## src/rtl/uart_tx_scheduler_if.sv

```systemverilog
// Producer-side handshake bundle for uart_tx_scheduler: one valid/ready/data/last lane per requester.
interface uart_tx_scheduler_if #(
    parameter int NUM_REQ = 2
);
    logic [NUM_REQ-1:0]   req_valid;
    logic [8*NUM_REQ-1:0] req_data;
    logic [NUM_REQ-1:0]   req_last;
    logic [NUM_REQ-1:0]   req_ready;

    modport master (output req_valid, output req_data, output req_last, input req_ready);
    modport slave  (input req_valid, input req_data, input req_last, output req_ready);
endinterface

```

## src/rtl/uart_tx_scheduler.sv

```systemverilog
// Round-robin scheduler sharing one 8N1 UART line between NUM_REQ byte producers, paced by tx_tick.
// Define UART_TX_PKT_LOCK_EN to hold the grant on one requester until it delivers a req_last byte.
module uart_tx_scheduler #(
    parameter int  NUM_REQ  = 2,
    parameter int  GAP_BITS = 0,
    localparam int GW       = (NUM_REQ > 1) ? $clog2(NUM_REQ) : 1
) (
    input  logic               clk_50m,
    input  logic               rst_n,
    input  logic               tx_tick,
    uart_tx_scheduler_if.slave bus,
    output logic               tx,
    output logic               busy,
    output logic [GW-1:0]      grant_id
);
    localparam int IW = GW + 1;

    typedef enum logic [1:0] {IDLE, LOAD, SHIFT, STOP} state_t;

    state_t             state;
    state_t             state_next;
    logic [7:0]         shift_reg;
    logic [2:0]         bit_cnt;
    logic [3:0]         gap_cnt;
    logic               stop_sent;
    logic [GW-1:0]      last_grant;
    logic [GW-1:0]      winner;
    logic [IW-1:0]      idx;
    logic               found;
    logic               accept;
    logic [NUM_REQ-1:0] eligible;
    logic [NUM_REQ-1:0] ready_vec;

`ifdef UART_TX_PKT_LOCK_EN
    logic          lock_active;
    logic [GW-1:0] lock_id;

    always_ff @(posedge clk_50m or negedge rst_n) begin
        if (!rst_n) begin
            lock_active <= 1'b0;
            lock_id     <= '0;
        end else if (accept) begin
            lock_active <= ~bus.req_last[winner];
            lock_id     <= winner;
        end
    end

    always_comb begin
        eligible = bus.req_valid;
        if (lock_active) eligible = bus.req_valid & (NUM_REQ'(1) << lock_id);
    end
`else
    logic unused_last;
    assign unused_last = ^bus.req_last;
    assign eligible    = bus.req_valid;
`endif

    // Search starts just after the previous winner; sum stays below 2*NUM_REQ so one subtract wraps it.
    always_comb begin
        found  = 1'b0;
        winner = '0;
        idx    = '0;
        for (int k = 1; k <= NUM_REQ; k++) begin
            idx = {1'b0, last_grant} + IW'(k);
            if (idx >= IW'(NUM_REQ)) idx = idx - IW'(NUM_REQ);
            if (!found && eligible[idx[GW-1:0]]) begin
                found  = 1'b1;
                winner = idx[GW-1:0];
            end
        end
    end

    assign accept = (state == IDLE) && found && rst_n;

    always_comb begin
        ready_vec = '0;
        if (accept) ready_vec[winner] = 1'b1;
    end

    assign bus.req_ready = ready_vec;
    assign busy          = (state != IDLE);

    always_ff @(posedge clk_50m or negedge rst_n) begin
        if (!rst_n) state <= IDLE;
        else        state <= state_next;
    end

    always_comb begin
        state_next = state;
        case (state)
            IDLE:    if (accept) state_next = LOAD;
            LOAD:    if (tx_tick) state_next = SHIFT;
            SHIFT:   if (tx_tick && bit_cnt == 3'd7) state_next = STOP;
            STOP:    if (tx_tick && stop_sent && gap_cnt == 4'd0) state_next = IDLE;
            default: state_next = IDLE;
        endcase
    end

    // A tick landing on the accept cycle is dropped: IDLE never looks at tx_tick.
    always_ff @(posedge clk_50m or negedge rst_n) begin
        if (!rst_n) begin
            tx         <= 1'b1;
            shift_reg  <= '0;
            bit_cnt    <= '0;
            gap_cnt    <= '0;
            stop_sent  <= 1'b0;
            last_grant <= GW'(NUM_REQ - 1);
            grant_id   <= '0;
        end else begin
            case (state)
                IDLE: if (accept) begin
                    shift_reg  <= bus.req_data[{winner, 3'b000} +: 8];
                    last_grant <= winner;
                    grant_id   <= winner;
                end
                LOAD: if (tx_tick) begin
                    tx        <= 1'b0;
                    bit_cnt   <= '0;
                    stop_sent <= 1'b0;
                end
                SHIFT: if (tx_tick) begin
                    tx        <= shift_reg[0];
                    shift_reg <= {1'b0, shift_reg[7:1]};
                    bit_cnt   <= bit_cnt + 3'd1;
                end
                STOP: if (tx_tick) begin
                    if (!stop_sent) begin
                        tx        <= 1'b1;
                        gap_cnt   <= 4'(GAP_BITS);
                        stop_sent <= 1'b1;
                    end else if (gap_cnt != 4'd0) begin
                        gap_cnt <= gap_cnt - 4'd1;
                    end
                end
                default: ;
            endcase
        end
    end
endmodule

```

## src/flat_wrapper.sv

```systemverilog
// flat-port wrapper written by rule: the top's interface ports become plain ports
module uart_tx_scheduler_flat 
#(
    parameter int  NUM_REQ  = 2,
    parameter int  GAP_BITS = 0,
    localparam int GW       = (NUM_REQ > 1) ? $clog2(NUM_REQ) : 1
)
  (clk_50m, rst_n, tx_tick, tx, busy, grant_id, bus_req_valid, bus_req_data, bus_req_last, bus_req_ready);
  uart_tx_scheduler_if #(.NUM_REQ(NUM_REQ)) bus_i ();
  input  logic clk_50m;
  input  logic rst_n;
  input  logic tx_tick;
  output logic tx;
  output logic busy;
  output logic [GW-1:0] grant_id;
  input wire logic [$bits(bus_i.req_valid)-1:0] bus_req_valid;
  input wire logic [$bits(bus_i.req_data)-1:0] bus_req_data;
  input wire logic [$bits(bus_i.req_last)-1:0] bus_req_last;
  output wire logic [$bits(bus_i.req_ready)-1:0] bus_req_ready;
  assign bus_i.req_valid = bus_req_valid;
  assign bus_i.req_data = bus_req_data;
  assign bus_i.req_last = bus_req_last;
  assign bus_req_ready = bus_i.req_ready;
  uart_tx_scheduler #(.NUM_REQ(NUM_REQ), .GAP_BITS(GAP_BITS)) u_core (.clk_50m(clk_50m), .rst_n(rst_n), .tx_tick(tx_tick), .bus(bus_i), .tx(tx), .busy(busy), .grant_id(grant_id));
endmodule
```

## config.mk

```make
export PLATFORM = sky130hd
export DESIGN_NAME = uart_tx_scheduler_flat
export DESIGN_NICKNAME = d
export VERILOG_FILES = /design/src/rtl/uart_tx_scheduler_if.sv /design/src/rtl/uart_tx_scheduler.sv /design/src/flat_wrapper.sv
export SDC_FILE = /design/constraint.sdc
export NUM_CORES = 1
export LEC_CHECK = 0
export CAP_MARGIN = 0
export CORE_MARGIN = 2
export CORE_UTILIZATION = 55
export DETAILED_ROUTE_END_ITERATION = 7
export DONT_BUFFER_PORTS = 1
export HOLD_SLACK_MARGIN = 0.15
export PLACE_DENSITY_LB_ADDON = 0.05
export SETUP_SLACK_MARGIN = 0.5
export SLEW_MARGIN = 25
export SYNTH_ARGS = -nofsm -noshare
export SYNTH_HDL_FRONTEND = slang
export SYNTH_SLANG_ARGS = --single-unit
```

## constraint.sdc

```tcl
create_clock -name clk_50m -period 1.9 [get_ports clk_50m]
set_clock_uncertainty 0.15 [all_clocks]
set_input_delay 0.095 -clock clk_50m [delete_from_list [all_inputs] [get_ports clk_50m]]
set_output_delay 0.095 -clock clk_50m [all_outputs]
set_load 0.03 [all_outputs]
```

### After elaboration in Yosys (flattened, before gate mapping)

Cells that the tools add are included.

| cells by class | value |
|---|---|
| mux-type cells | 33 |
| add/sub/neg operators | 6 |
| shift operators | 1 |
| divide/modulo/power cells | 0 |
| multiply operators | 0 |
| reductions and logical operators | 23 |
| $lt $le $gt $ge | 6 |
| bitwise operators | 0 |
| equality and inequality tests | 12 |

Operator list:

| kind | count |
|---|---|
| two-way mux 1 bit | 16 |
| two-way mux 8 bit | 2 |
| one-hot mux 8 bit (2 select lines) | 1 |
| indexed part select 16 x 5 -> 8 bit | 1 |
| AND reduction 3 bit | 4 |
| two-way mux 2 bit | 5 |
| inequality test 2 bit, second input constant | 5 |
| two-way mux 4 bit | 2 |
| one-hot mux 2 bit (4 select lines) | 1 |
| nonzero test 2 bit | 4 |
| logical AND 1 bit | 7 |
| less-than comparator 1 x 2 -> 1 bit, second input constant | 3 |
| two-way mux 3 bit | 2 |
| inequality test 2 x 1 -> 1 bit, second input constant | 3 |
| one-hot mux 3 bit (2 select lines) | 1 |
| AND reduction 5 bit | 1 |
| equality test 2 bit, second input constant | 2 |
| greater-or-equal comparator 2 bit, second input constant | 2 |
| logical NOT 4 bit | 1 |
| AND reduction 4 bit | 1 |
| nonzero test 4 bit | 1 |
| subtractor 4 x 1 -> 4 bit, second input constant | 1 |
| adder 3 x 1 -> 3 bit, second input constant | 1 |
| equality test 3 bit, second input constant | 1 |
| 12 further kinds | 13 |

| word-level totals | value |
|---|---|
| bits in writable memories | 0 |
| bits in read-only memories | 0 |
| memories | 0 |
| bits in latches | 0 |
| input bits | 23 |
| output and inout bits | 5 |
| flip-flop bits (word level) | 21 |

### Depth between registers and ports, before layout

| logic depth | value |
|---|---|
| word-level depth | 14 |
| depth in mapped cells | 8 |
| gate-level depth less buffers | 6 |

### Worst setup path before layout

Ideal clock, no wire load.

| path | value |
|---|---|
| path type | reg2reg |
| start point | register u_core.state[0] |
| end point | register u_core.shift_reg[7] |
| stages on the path, launching flop included | 7 |
| clock period less this slack | 1978 ps |
| data required time | 1667 ps |
| setup slack | -78 ps |
| arrival time | 1744 ps |
| path buffers | 0 |
| path through | dfrtp_1 -> inv_1 -> ha_1 -> nand3_1 -> a21oi_1 -> a22oi_1 -> o21ai_0 |

| between the ends | value |
|---|---|
| word-level cells in the longest chain between the ends | 5 |
| elaborated cells between the ends (all ways) | 9 |
| those cells by class | eq/ne: 3; mux: 1; reduce/logical: 5 |

Ends and longest elaborated chain:

| what | line | source |
|---|---|---|
| start: declaration | uart_tx_scheduler.sv:20 | `state_t state;` |
| start signal: assignment | uart_tx_scheduler.sv:85 | `else state <= state_next;` |
| logical NOT 2 bit | uart_tx_scheduler.sv:73, uart_tx_scheduler.sv:110 |  |
| logical AND 1 bit (2 in a row) | uart_tx_scheduler.sv:73 | `assign accept = (state == IDLE) && found && rst_n;` |
| inequality test 2 x 1 -> 1 bit (no line) | n/a |  |
| AND reduction 3 bit (no line) | n/a |  |
| end signal: assignment | uart_tx_scheduler.sv:112 | `shift_reg <= bus.req_data[{winner, 3'b000} +: 8];` |
| end signal: assignment | uart_tx_scheduler.sv:123 | `shift_reg <= {1'b0, shift_reg[7:1]};` |
| end: declaration | uart_tx_scheduler.sv:22 | `logic [7:0] shift_reg;` |

Several ways; a longest one is shown, not always the timed one.
A chain may end at the register's enable or synchronous reset.

### Worst setup path after layout

| path | value |
|---|---|
| start point | register u_core.bit_cnt[0] |
| end point | register u_core.state[1] |

| between the ends | value |
|---|---|
| word-level cells in the longest chain between the ends | 4 |

Ends and longest elaborated chain:

| what | line | source |
|---|---|---|
| start: declaration | uart_tx_scheduler.sv:23 | `logic [2:0] bit_cnt;` |
| start signal: assignment | uart_tx_scheduler.sv:124 | `bit_cnt <= bit_cnt + 3'd1;` |
| equality test 3 bit | uart_tx_scheduler.sv:93 | `SHIFT: if (tx_tick && bit_cnt == 3'd7) state_next = STOP;` |
| logical AND 1 bit | uart_tx_scheduler.sv:93 |  |
| inequality test 2 x 1 -> 1 bit (no line) | n/a |  |
| AND reduction 4 bit (no line) | n/a |  |

Every way passes these cells.

==> results.json <==
{
  "syn_area_um2": 1220,
  "drcViolationCount": 0,
  "worstPathArrival_ps": 1890,
  "ys_ff_latch": 21,
  "tns_ps": 0,
  "total_power_w": 0.00296,
  "cp.required_ps": 1960,
  "grt_pass1_vias": 1109,
  "globalRouteTotalUtil_pct": 25.7,
  "cts_buffer_depth": 2,
  "grt_overflow": 0,
  "portBuffers": 0,
  "syn_area_per_cell_um2": 10.1,
  "synth_seq_area_share_pct": 43.2,
  "ys_types": 29,
  "postSynthCellCount": 121,
  "clkTransAtPathRegs_ps": 130,
  "cts_buffers": 3,
  "rsz0062_at_grt": "true",
  "grt_pass1_wl_mm": 4.80,
  "vias": 1140,
  "hold_path_class": "in -> reg",
  "final_cells": 192,
  "hold_slack_ps": -202,
  "finish.instance_area_um2": 1880,
  "setup_viol": 0,
  "largest_register_ff_count": 8,
  "clockRootBuffer": "clkbuf_4",
  "cts_tree": "done",
  "dp_hpwl_mm": 1.68,
  "place_area_um2": 1320,
  "critPathKind": "reg -> reg",
  "place_inst": 148,
  "n_antenna_cell": 0,
  "routedWlPerCell_um": 19.1,
  "core_um2": 2150,
  "status": "finished with violations",
  "hold_viol_final": 10,
  "ant_nets": 0,
  "initial_core_util_pct": 56.8,
  "die_area_um2": 2610,
  "syn_nets": 152,
  "min_period_ps": 1830,
  "worstSetupEndpointType": "flop",
  "io_pins": 28,
  "vdd_drop_max_mv": 1.18,
  "worst_slew_pin_slew_ps": 959,
  "cap_violations": 0,
  "area_delta_synth_final_pct": 54.1,
  "violations": "negative hold slack",
  "drv_slew": 0,
  "drt_iter0_markers": 37,
  "fmax_mhz": 546,
  "numClockSinks": 21,
  "viasPerCell": 5.94,
  "p_leak_nw": 0.818,
  "p_per_area_nw_per_um2": 1580,
  "first_pass_iters": 4,
  "yosys_warnings": 0,
  "placementRows": 17,
  "drive_above_1_share_pct": 39.6,
  "htreeDepth": 1,
  "antenna_found_initial": 0,
  "num-nets-final": 196,
  "grt_max_degree": 25,
  "wirelength_mm": 3.67,
  "cp-start-kind": "flop",
  "relSlewSlack_pct": 35.8,
  "utilization_pct": 87.6,
  "die_h_um": 51.1,
  "critPathMaxFanout": 3,
  "die_x_um": 51.1,
  "min_period_over_period_pct": 96.3,
  "clkLatencyLatePin_ps": 320,
  "gp_congestion": 0.733
}
-- worst max-delay path, stage by stage, from the launching register on --
cell and delay, ps:
dfrtp_1 410, ha_1 190, ha_1 160, nand2_1 70, o2bb2ai_2 120, a221o_2 340, mux2_4 300
-- cell families after synthesis --
| family | synth area share, % |
|---|---|
| AO/OA/AOI/OAI | 16.2 |
| multiplexers | 16.0 |
| buffers and inverters | 4.30 |
| AND/OR/NAND/NOR | 12.1 |
| flip-flops | 43.2 |
| adder cells (fa/ha/maj) | 8.20 |
-- power by group --
group	internal, W	switching, W	leakage, nW
Combinational	0.000953	0.000852	0.542
Clock	0.0000788	0.000149	0.0177
Sequential	0.000670	0.000261	0.259
-- per-layer routing --
layer | up-vias | GRT usage [%] | routed length, µm
met1 | 564 | 27.7 | 1470
met5 | - | 0 | 0
li1 | 517 | - | -
met4 | 0 | 20.3 | 148
met3 | 14 | 4.39 | 168
met2 | 45 | 43.9 | 1880
-- layout make-up --
type,count,area (µm²)
tap,28,35.0
sequential,21,531
clock inverter,1,5.00
multi-input combinational,89,831
fill,97,267
timing repair buffer,42,423
clock buffer,3,22.5
inverter,8,35.0
-- through the flow --
| stage | hold WS, ps | setup WS, ps |
|---|---|---|
| finish | -202 | 69.9 |
| global route | -216 | 1.09 |
| CTS | -694 | 127 |
| detailed placement | -350 | 69.9 |
| global placement | -350 | 128 |
| floorplan | -351 | 182 |
-- cell usage in the layout, fill, tap and decap left out, types with 2 or more instances in the layout --
master         count
o21ai_0            6
inv_1              6
nand3_2            2
ha_4               4
inv_4              2
a32o_1             2
mux2i_1            9
a22o_4             2
dfstp_2            2
buf_4             15
ha_1               3
buf_6              4
dfrtp_2            2
o21ai_1           10
mux2_2             8
nand2_1           17
dlygate4sd3_1     19
a21oi_1            2
dfrtp_1           17
clkbuf_4           3
buf_12             3
a21oi_4            2
-- cells in the mapped netlist --
cell       number  area [µm²]
a22oi_1         1        7.51
and3b_2         1        10.0
a21oi_1         4        20.0
nand2b_1        1        6.26
o31ai_1         1        7.51
o21ai_0        17        85.1
a211o_1         1        8.76
nand2_1        18        67.6
inv_1           8        30.0
nor3_1          1        5.00
buf_4           1        7.51
a221o_2         1        11.3
a21boi_2        1        11.3
nand3_1         3        15.0
nand4bb_1       1        11.3
a22o_1          2        17.5
nor2_1          3        11.3
mux2_2          8        90.1
mux2i_1         9        90.1
or4_1           1        7.51
nor2b_1         1        6.26
buf_2           3        15.0
a32o_1          2        20.0
ha_1            8         100
dfstp_2         2        52.6
dfrtp_1        19         475
or2b_1          1        7.51
o2bb2ai_1       1        8.76
mux2_4          1        15.0
-- what timing repair did --
| action | 4_1_cts | 5_1_grt |
|---|---|---|
| setup endpoints to repair | 23 | 23 |
| gates cloned | 0 | 1 |
| gates resized for setup | 21 | 16 |
| hold buffers | 17 | 5 |
| hold endpoints to repair | 42 | 42 |
| pin swaps | 10 | 3 |
| setup buffers | 9 | 8 |
-- worst paths after layout --
kind,to,startpoint,depth (start not counted),slack [ps]
max,u_core.state[1]$_DFFE_PN0P_,u_core.bit_cnt[0]$_DFFE_PN0P_,6,70
min,u_core.bit_cnt[2]$_DFFE_PN0P_,tx_tick,1,-200
max reg2reg,u_core.state[1]$_DFFE_PN0P_,u_core.bit_cnt[0]$_DFFE_PN0P_,6,70
min reg2reg,u_core.shift_reg[6]$_DFFE_PN0P_,u_core.shift_reg[6]$_DFFE_PN0P_,2,360
max in group asynchronous,u_core.state[1]$_DFFE_PN0P_,rst_n,4,470
min in group asynchronous,u_core.gap_cnt[3]$_DFFE_PN0P_,rst_n,4,480
Power figures use the tool's default switching activity.
